--- src/rtl/lingret_alu_pipe.sv ---
// rtl/lingret_alu_pipe.sv - handshaked Lingret ALU with registered result, flags and accumulator
//
// Purpose:
//   Accepts one instruction/operand pair per i_valid/o_ready transfer and
//   presents a registered result with {Z,N,C,V} flags under o_valid/i_ready.
//   Every result also loads an internal accumulator; instruction bit 3 (ACC)
//   substitutes the accumulator for operand A.
//
// Configuration:
//   LINGRET_ALU_MUL_EN - when defined, opcode 110 runs a WIDTH-cycle shift-add
//   multiplier (o_ready low while it runs). When undefined, opcode 110 gives
//   result 0 with latency 1, same as opcode 111.
//
// Ports:
//   clk            clock, all state on rising edge
//   rst            synchronous reset, active-high
//   i_valid        upstream request valid
//   o_ready        request can be accepted this cycle
//   i_instruction  [2:0] opcode, [3] ACC, [7:4] ignored
//   i_data_0       operand A (unless ACC)
//   i_data_1       operand B
//   o_valid        o_result/o_flags valid
//   i_ready        downstream accepts result
//   o_result       registered result
//   o_flags        {Z,N,C,V} of o_result

module lingret_alu_pipe #(
  parameter int WIDTH = 8
) (
  input  logic             clk,
  input  logic             rst,
  input  logic             i_valid,
  output logic             o_ready,
  input  logic [7:0]       i_instruction,
  input  logic [WIDTH-1:0] i_data_0,
  input  logic [WIDTH-1:0] i_data_1,
  output logic             o_valid,
  input  logic             i_ready,
  output logic [WIDTH-1:0] o_result,
  output logic [3:0]       o_flags
);

  localparam logic [2:0] OP_OR   = 3'b000;
  localparam logic [2:0] OP_NAND = 3'b001;
  localparam logic [2:0] OP_NOR  = 3'b010;
  localparam logic [2:0] OP_AND  = 3'b011;
  localparam logic [2:0] OP_ADD  = 3'b100;
  localparam logic [2:0] OP_SUB  = 3'b101;
  localparam logic [2:0] OP_MUL  = 3'b110;
  localparam logic [2:0] OP_ZERO = 3'b111;

  // Output / accumulator registers
  logic [WIDTH-1:0] result_q, result_d;
  logic [3:0]       flags_q, flags_d;
  logic             valid_q, valid_d;
  logic [WIDTH-1:0] acc_q, acc_d;

  // Instruction decode
  logic [2:0]       opcode;
  logic             use_acc;
  logic [WIDTH-1:0] op_a;
  logic [WIDTH-1:0] op_b;
  logic             unused_instr_bits;

  assign opcode            = i_instruction[2:0];
  assign use_acc           = i_instruction[3];
  assign op_a              = use_acc ? acc_q : i_data_0;
  assign op_b              = i_data_1;
  assign unused_instr_bits = ^i_instruction[7:4];

  logic accept;
  logic is_idle;
  logic start_single;

  // A new request may enter only when no multiply is running and the output
  // register is empty or draining on this same edge.
  assign o_ready = is_idle & (~valid_q | i_ready);
  assign accept  = i_valid & o_ready;

  // Single-cycle ALU
  logic [WIDTH:0]   add_full;
  logic [WIDTH:0]   sub_full;
  logic [WIDTH-1:0] alu_res;
  logic             alu_c;
  logic             alu_v;

  always_comb begin
    add_full = {1'b0, op_a} + {1'b0, op_b};
    sub_full = {1'b0, op_b} - {1'b0, op_a};
    alu_res  = '0;
    alu_c    = 1'b0;
    alu_v    = 1'b0;
    case (opcode)
      OP_OR:   alu_res = op_a | op_b;
      OP_NAND: alu_res = ~(op_a & op_b);
      OP_NOR:  alu_res = ~(op_a | op_b);
      OP_AND:  alu_res = op_a & op_b;
      OP_ADD: begin
        alu_res = add_full[WIDTH-1:0];
        alu_c   = add_full[WIDTH];
        alu_v   = (op_a[WIDTH-1] == op_b[WIDTH-1]) && (alu_res[WIDTH-1] != op_a[WIDTH-1]);
      end
      OP_SUB: begin
        // B - A; carry means "no borrow", i.e. B >= A unsigned
        alu_res = sub_full[WIDTH-1:0];
        alu_c   = ~sub_full[WIDTH];
        alu_v   = (op_b[WIDTH-1] != op_a[WIDTH-1]) && (alu_res[WIDTH-1] != op_b[WIDTH-1]);
      end
      // Multiply, when enabled, never loads from this path.
      OP_MUL:  alu_res = '0;
      OP_ZERO: alu_res = '0;
      default: alu_res = '0;
    endcase
  end

`ifdef LINGRET_ALU_MUL_EN
  localparam int CW = $clog2(WIDTH) + 1;

  typedef enum logic {
    S_IDLE = 1'b0,
    S_MUL  = 1'b1
  } state_t;

  state_t             state_q, state_d;
  logic [2*WIDTH-1:0] mcand_q, mcand_d;
  logic [2*WIDTH-1:0] prod_q, prod_d;
  logic [WIDTH-1:0]   mplier_q, mplier_d;
  logic [CW-1:0]      cnt_q, cnt_d;
  logic [2*WIDTH-1:0] prod_next;
  logic               mul_done;

  assign is_idle      = (state_q == S_IDLE);
  assign start_single = accept & (opcode != OP_MUL);

  // Shift-add: each cycle add the multiplicand if the current multiplier LSB
  // is set, then shift multiplicand left and multiplier right.
  always_comb begin
    state_d   = state_q;
    mcand_d   = mcand_q;
    prod_d    = prod_q;
    mplier_d  = mplier_q;
    cnt_d     = cnt_q;
    mul_done  = 1'b0;
    prod_next = prod_q + (mplier_q[0] ? mcand_q : '0);
    case (state_q)
      S_IDLE: begin
        if (accept && (opcode == OP_MUL)) begin
          state_d  = S_MUL;
          mcand_d  = {{WIDTH{1'b0}}, op_a};
          mplier_d = op_b;
          prod_d   = '0;
          cnt_d    = '0;
        end
      end
      S_MUL: begin
        prod_d   = prod_next;
        mcand_d  = mcand_q << 1;
        mplier_d = mplier_q >> 1;
        cnt_d    = cnt_q + 1'b1;
        if (cnt_q == CW'(WIDTH - 1)) begin
          mul_done = 1'b1;
          state_d  = S_IDLE;
        end
      end
      default: state_d = S_IDLE;
    endcase
  end

  always_ff @(posedge clk) begin
    if (rst) begin
      state_q  <= S_IDLE;
      mcand_q  <= '0;
      prod_q   <= '0;
      mplier_q <= '0;
      cnt_q    <= '0;
    end else begin
      state_q  <= state_d;
      mcand_q  <= mcand_d;
      prod_q   <= prod_d;
      mplier_q <= mplier_d;
      cnt_q    <= cnt_d;
    end
  end
`else
  assign is_idle      = 1'b1;
  assign start_single = accept;
`endif

  // Result register: holds while stalled, clears valid on drain unless a new
  // result lands on the same edge.
  always_comb begin
    result_d = result_q;
    flags_d  = flags_q;
    acc_d    = acc_q;
    valid_d  = valid_q & ~i_ready;
    if (start_single) begin
      result_d = alu_res;
      flags_d  = {alu_res == '0, alu_res[WIDTH-1], alu_c, alu_v};
      acc_d    = alu_res;
      valid_d  = 1'b1;
    end
`ifdef LINGRET_ALU_MUL_EN
    else if (mul_done) begin
      result_d = prod_next[WIDTH-1:0];
      flags_d  = {prod_next[WIDTH-1:0] == '0, prod_next[WIDTH-1],
                  |prod_next[2*WIDTH-1:WIDTH], 1'b0};
      acc_d    = prod_next[WIDTH-1:0];
      valid_d  = 1'b1;
    end
`endif
  end

  always_ff @(posedge clk) begin
    if (rst) begin
      result_q <= '0;
      flags_q  <= '0;
      valid_q  <= 1'b0;
      acc_q    <= '0;
    end else begin
      result_q <= result_d;
      flags_q  <= flags_d;
      valid_q  <= valid_d;
      acc_q    <= acc_d;
    end
  end

  assign o_valid  = valid_q;
  assign o_result = result_q;
  assign o_flags  = flags_q;

endmodule
--- config.mk ---
export PLATFORM = sky130hd
export DESIGN_NAME = lingret_alu_pipe
export DESIGN_NICKNAME = d
export VERILOG_FILES = /design/src/rtl/lingret_alu_pipe.sv
export SDC_FILE = /design/constraint.sdc
export NUM_CORES = 1
export LEC_CHECK = 0
export BUFFER_PORTS_ARGS = -buffer_cell sky130_fd_sc_hd__buf_2
export CAP_MARGIN = 20
export CELL_PAD_IN_SITES_DETAIL_PLACEMENT = 1
export CELL_PAD_IN_SITES_GLOBAL_PLACEMENT = 2
export CORE_AREA = 2 2 78 80
export DETAILED_ROUTE_END_ITERATION = 10
export DIE_AREA = 0 0 80 82
export PLACE_DENSITY_LB_ADDON = 0.05
export SLEW_MARGIN = 10
export SYNTH_ARGS = -nofsm -noshare
export SYNTH_HDL_FRONTEND = slang
export SYNTH_SLANG_ARGS = --single-unit
--- constraint.sdc ---
create_clock -name clk -period 8 [get_ports clk]
set_input_delay 1.2 -clock clk [delete_from_list [all_inputs] [get_ports clk]]
set_output_delay 1.2 -clock clk [all_outputs]
set_load 0.05 [all_outputs]
Word level (Yosys, flattened, before mapping)
Cells that the tools add are included.

cells by class
  add/sub/neg operators = 2
  bitwise operators = 10
  equal/unequal tests = 11
  mux-type cells = 5
  reductions and logical operators = 5

operator list
  cell                                                 number
  one-hot mux 8 bit (7 select lines)                   1
  NOT 8 bit                                            2
  equality test 3 bit, second input constant           4
  adder 8 x 8 -> 9 bit                                 1
  subtractor 8 x 8 -> 9 bit                            1
  AND 8 bit                                            1
  zero test 8 bit                                      1
  two-way mux 8 bit                                    1
  bitwise OR 8 bit                                     1
  equality test 3 x 2 -> 1 bit, second input constant  2
  one-hot mux 1 bit (2 select lines)                   2
  equality test 3 x 1 -> 1 bit, second input constant  1
  zero test 3 bit                                      1
  inequality test 1 bit                                3
  NOT 1 bit                                            3
  AND 1 bit                                            2
  logical AND 1 bit                                    2
  OR reduction 2 bit                                   1
  equality test 1 bit                                  1
  two-way mux 1 bit                                    1
  bitwise OR 1 bit                                     1

storage, ports and cells
  output and inout bits = 14
  register bits after elaboration = 13
  logic and storage cells = 36
  bits of input ports = 28

Longest topological paths before layout
  depth in word-level cells = 5
  gate-level depth with buffers = 12
  depth with buffers taken out = 11

Least setup slack after synthesis
Ideal clock, no wire load.

  path kind = in2reg
  start = input port i_instruction[3]
  end = register flags_q[3], in the netlist o_flags[3]
  data required time = 7,941 ps
  setup time = 59 ps
  buffers on the path = 1
  stages = 10
  data arrival time = 3,760 ps
  setup slack = 4,182 ps
  cell sequence = clkbuf_1 > mux2i_1 > inv_1 > fa_1 > xor2_1 > o211ai_1 > a22oi_1 > or4b_1 > nor4_2 > a31o_1

between the ends
  cells in the longest elaborated chain, start to end = 5
  elaborated cells between the ends (all ways) = 9
  those cells by class = 2 x add/sub; 2 x mux; 4 x bitwise; 1 x reduce/logical

RTL lines
  element                                                                            RTL line  RTL
  start: declaration                                                                 34        input logic [7:0] i_instruction,
  two-way mux 8 bit *                                                                67        assign op_a = use_acc ? acc_q : i_data_0;
  parallel branches: the longest is 2 deep, another holds subtractor 8 x 8 -> 9 bit  n/a
  one-hot mux 8 bit (7 select lines) *                                               93        case (opcode)
  zero test 8 bit *                                                                  198       flags_d = {alu_res == '0, alu_res[WIDTH-1], alu_c, alu_v};
  end signal: assignment                                                             221       flags_q <= flags_d;
  end: declaration                                                                   54        logic [3:0] flags_q, flags_d;

Mark *: on every way between the ends.
A chain may end at the register's enable or synchronous reset.

Worst setup path in the final report
Same ends and word-level chain as after synthesis.

==> results.yml <==
status:
  status: "finished, final reports clean"
critical_path:
  cp_slowest_cell: "mux2i_1"
  cp_common_cell: "mux2i_1"
  cp_data_arrival_time_ps: 3970
  cp.required_ps: 8180
  crit_buf_inv: 2
  end_kind: "register"
  start_kind: "input port"
  crit_type: "input port to register"
  crit_fanout: 8
  slowest_delay_ps: 510
  cp_cell_sequence: "buf_2, mux2i_1, inv_1, ha_1, a211o_1, a311oi_1, mux2i_1, a32oi_1, nor4_2, a31o_1"
  cp_top_family: "compound AO/OA/AOI/OAI gates"
route:
  ant_nets: 0
  vias: 1862
  route.detailed.drc: 0
  avgRoutedWirePerCell_um: 16.53
  via_per_inst: 5.382
  first_pass_iters: 4
  drt_iter0_drc: 47
  wl_mm: 5.719
sta:
  slew_headroom_pct: 51.40
  final-hold-violation-count: 0
  period_needed_ps: 3792
  fmax_ghz: 0.2637
  setup_violations: 0
  timing.hold.ws_ps: 473.0
  setup_ws_ps: 4208
  finalCritPeriodShare_pct: 47.40
  skew_ps: 0.7422
  worst_pin_slew_ps: 717.6
  final_max_slew_viol_count: 0
  grt_setup_unrepaired: "false"
  setup_tns_ps: 0
die:
  dieArea_mm2: 0.006560
  die_width_um: 80
  dieHeight_um: 82
  start_util_pct: 32.19
  pin_count: 42
  core_mm2: 0.005746
  rows: 28
flow_run:
  drv_cap: 0
placement:
  port-buffer-count: 37
  dp_cells: 343
  routabilityCongestion: 0.7508
  place_area_mm2: 0.002081
  pre_cts_ws_ps: 3911
  hpwl_mm: 4.643
grt:
  grt_max_degree: 24
  grt-ovfl-total: 0
  grt_pass1_wl_mm: 8.949
  grt_pass1_vias: 1755
  antenna_found_initial: 0
  track_usage_pct: 17.45
pwr:
  switching_share_pct: 43.21
  p_comb_share_pct: 54.6
  switchingPower_uw: 113.9
  p_clk_share_pct: 20.0
  p_leak_nw: 1.042
  power_uw: 263.5
  p_per_area_mw_per_mm2: 124.2
  pwr-share-seq_pct: 25.3
  p_int_uw: 149.7
  irDropWorstVdd_mv: 0.05252
clocking:
  clockBufferDepth: 2
  ctsResizeCount: 0
  root_buffer: "clkbuf_8"
  tritoncts: "done"
  path_clk_slew_ps: 50
  clock_latency_ps: 230
  cts_sinks: 12
  numCtsBuffers: 3
  htreeDepth: 1
  ctsHoldBuffers: 0
  post_cts_buffers: 0
synthesis:
  syn-num-nets: 294
  synth_cells: 239
  synth.yosys.seq_area_share_pct: 12.99
  avgSynthCellArea_um2: 7.738
  ys_types: 52
  synthFlopType: "dfxtp_1"
  async_reset_ff_share_pct: 0
  synth_area_mm2: 0.001849
  synth_edf_count: 0
  ys_seq_elements: 12
  yosys_warnings: 0
finish:
  final_area_mm2: 0.002122
  antenna_cells: 0
  drive_gt1_share_pct: 17.71
  nNetsFinal: 328
  nFillCells: 757
  syn2layout_area_growth_pct: 14.75
  post-route-util_pct: 36.93
  stdcell_count: 346
hold_path:
  holdCritPathClass: "register to register"
## power by group through the flow
| stage | registers [mW] | clock network, mW | logic [mW] |
|---|---|---|---|
| 2_1_floorplan | 0.0819 | 0 | 0.0914 |
| 3_3_place_gp | 0.0679 | 0 | 0.144 |
| 3_5_place_dp | 0.0681 | 0 | 0.144 |
| 4_1_cts | 0.0668 | 0.0554 | 0.145 |
| 5_1_grt | 0.0671 | 0.0579 | 0.158 |
| 6_report | 0.0668 | 0.0528 | 0.144 |
## cells by family after synthesis
family | share of synthesized area [%]
flops | 12.99
fa+ha+maj | 19.08
xor+xnor | 2.368
simple gates | 21.52
buf+inv | 7.645
mux | 12.11
compound gates | 24.29
## layout by cell type, fill, tap and decap left out, types with 5 or more instances in the layout
| cell | instances |
|---|---|
| a21oi_1 | 17 |
| buf_2 | 37 |
| dfxtp_1 | 12 |
| ha_1 | 25 |
| inv_1 | 25 |
| mux2i_1 | 19 |
| nand2_1 | 16 |
| nand2b_1 | 6 |
| nand3_1 | 5 |
| nor2_1 | 19 |
| nor2b_1 | 7 |
| o211ai_1 | 5 |
| o21ai_0 | 12 |
## sequential cells by signal (all words and copies together), names as in the netlist
name	flops
o_valid	1
o_flags	4
acc_q	7
## worst reg2reg max path: cells and delay by family, from the launching register on
kind                       cells  cell delay, ps
muxes                          2             660
buffers and inverters          1             190
DFF                            1             320
AOI/OAI and AO/OA              4            1030
and+or+nand+nor                1             330
adders and majority gates      1             240
## worst paths after layout
kind | to | depth (start not counted) | slack [ps] | startpoint
setup / recovery | o_flags[3] | 10 | 4210 | i_instruction[3]
hold / removal | acc_q[5] | 2 | 470 | acc_q[5]
setup reg to reg | o_flags[3] | 9 | 5170 | acc_q[1]
hold reg to reg | acc_q[5] | 2 | 470 | acc_q[5]
## area by class of cell
class	instances	area, um^2	share of cell area [%]
clock buffer	3	41.29	1.946
inverter	25	93.84	4.422
multi-input combinational	194	1468	69.16
sequential	12	240.2	11.32
tap	75	93.84	4.422
timing repair buffer	37	185.2	8.726
## routing by layer
layer / routed length (um) / GRT usage (%) / share of wire [%]
met2: 2464 / 28.33 / 43
met5: 0 / 0 / 0
met1: 2988 / 25.21 / 52
met4: 45 / 4.068 / 0.79
met3: 220 / 1.099 / 3.8
## cell usage after synthesis (5+ instances only)
| library cell | number | area share, % |
|---|---|---|
| nand2_1 | 16 | 3.2 |
| mux2i_1 | 19 | 10 |
| nand2b_1 | 6 | 2.0 |
| ha_1 | 25 | 17 |
| o211ai_1 | 5 | 2.0 |
| inv_1 | 25 | 5.1 |
| nor2b_1 | 7 | 2.4 |
| o21ai_0 | 12 | 3.2 |
| dfxtp_1 | 12 | 13 |
| nand3_1 | 5 | 1.4 |
| a21oi_1 | 17 | 4.6 |
| nor2_1 | 19 | 3.9 |
(Power assumes the default switching activity.)
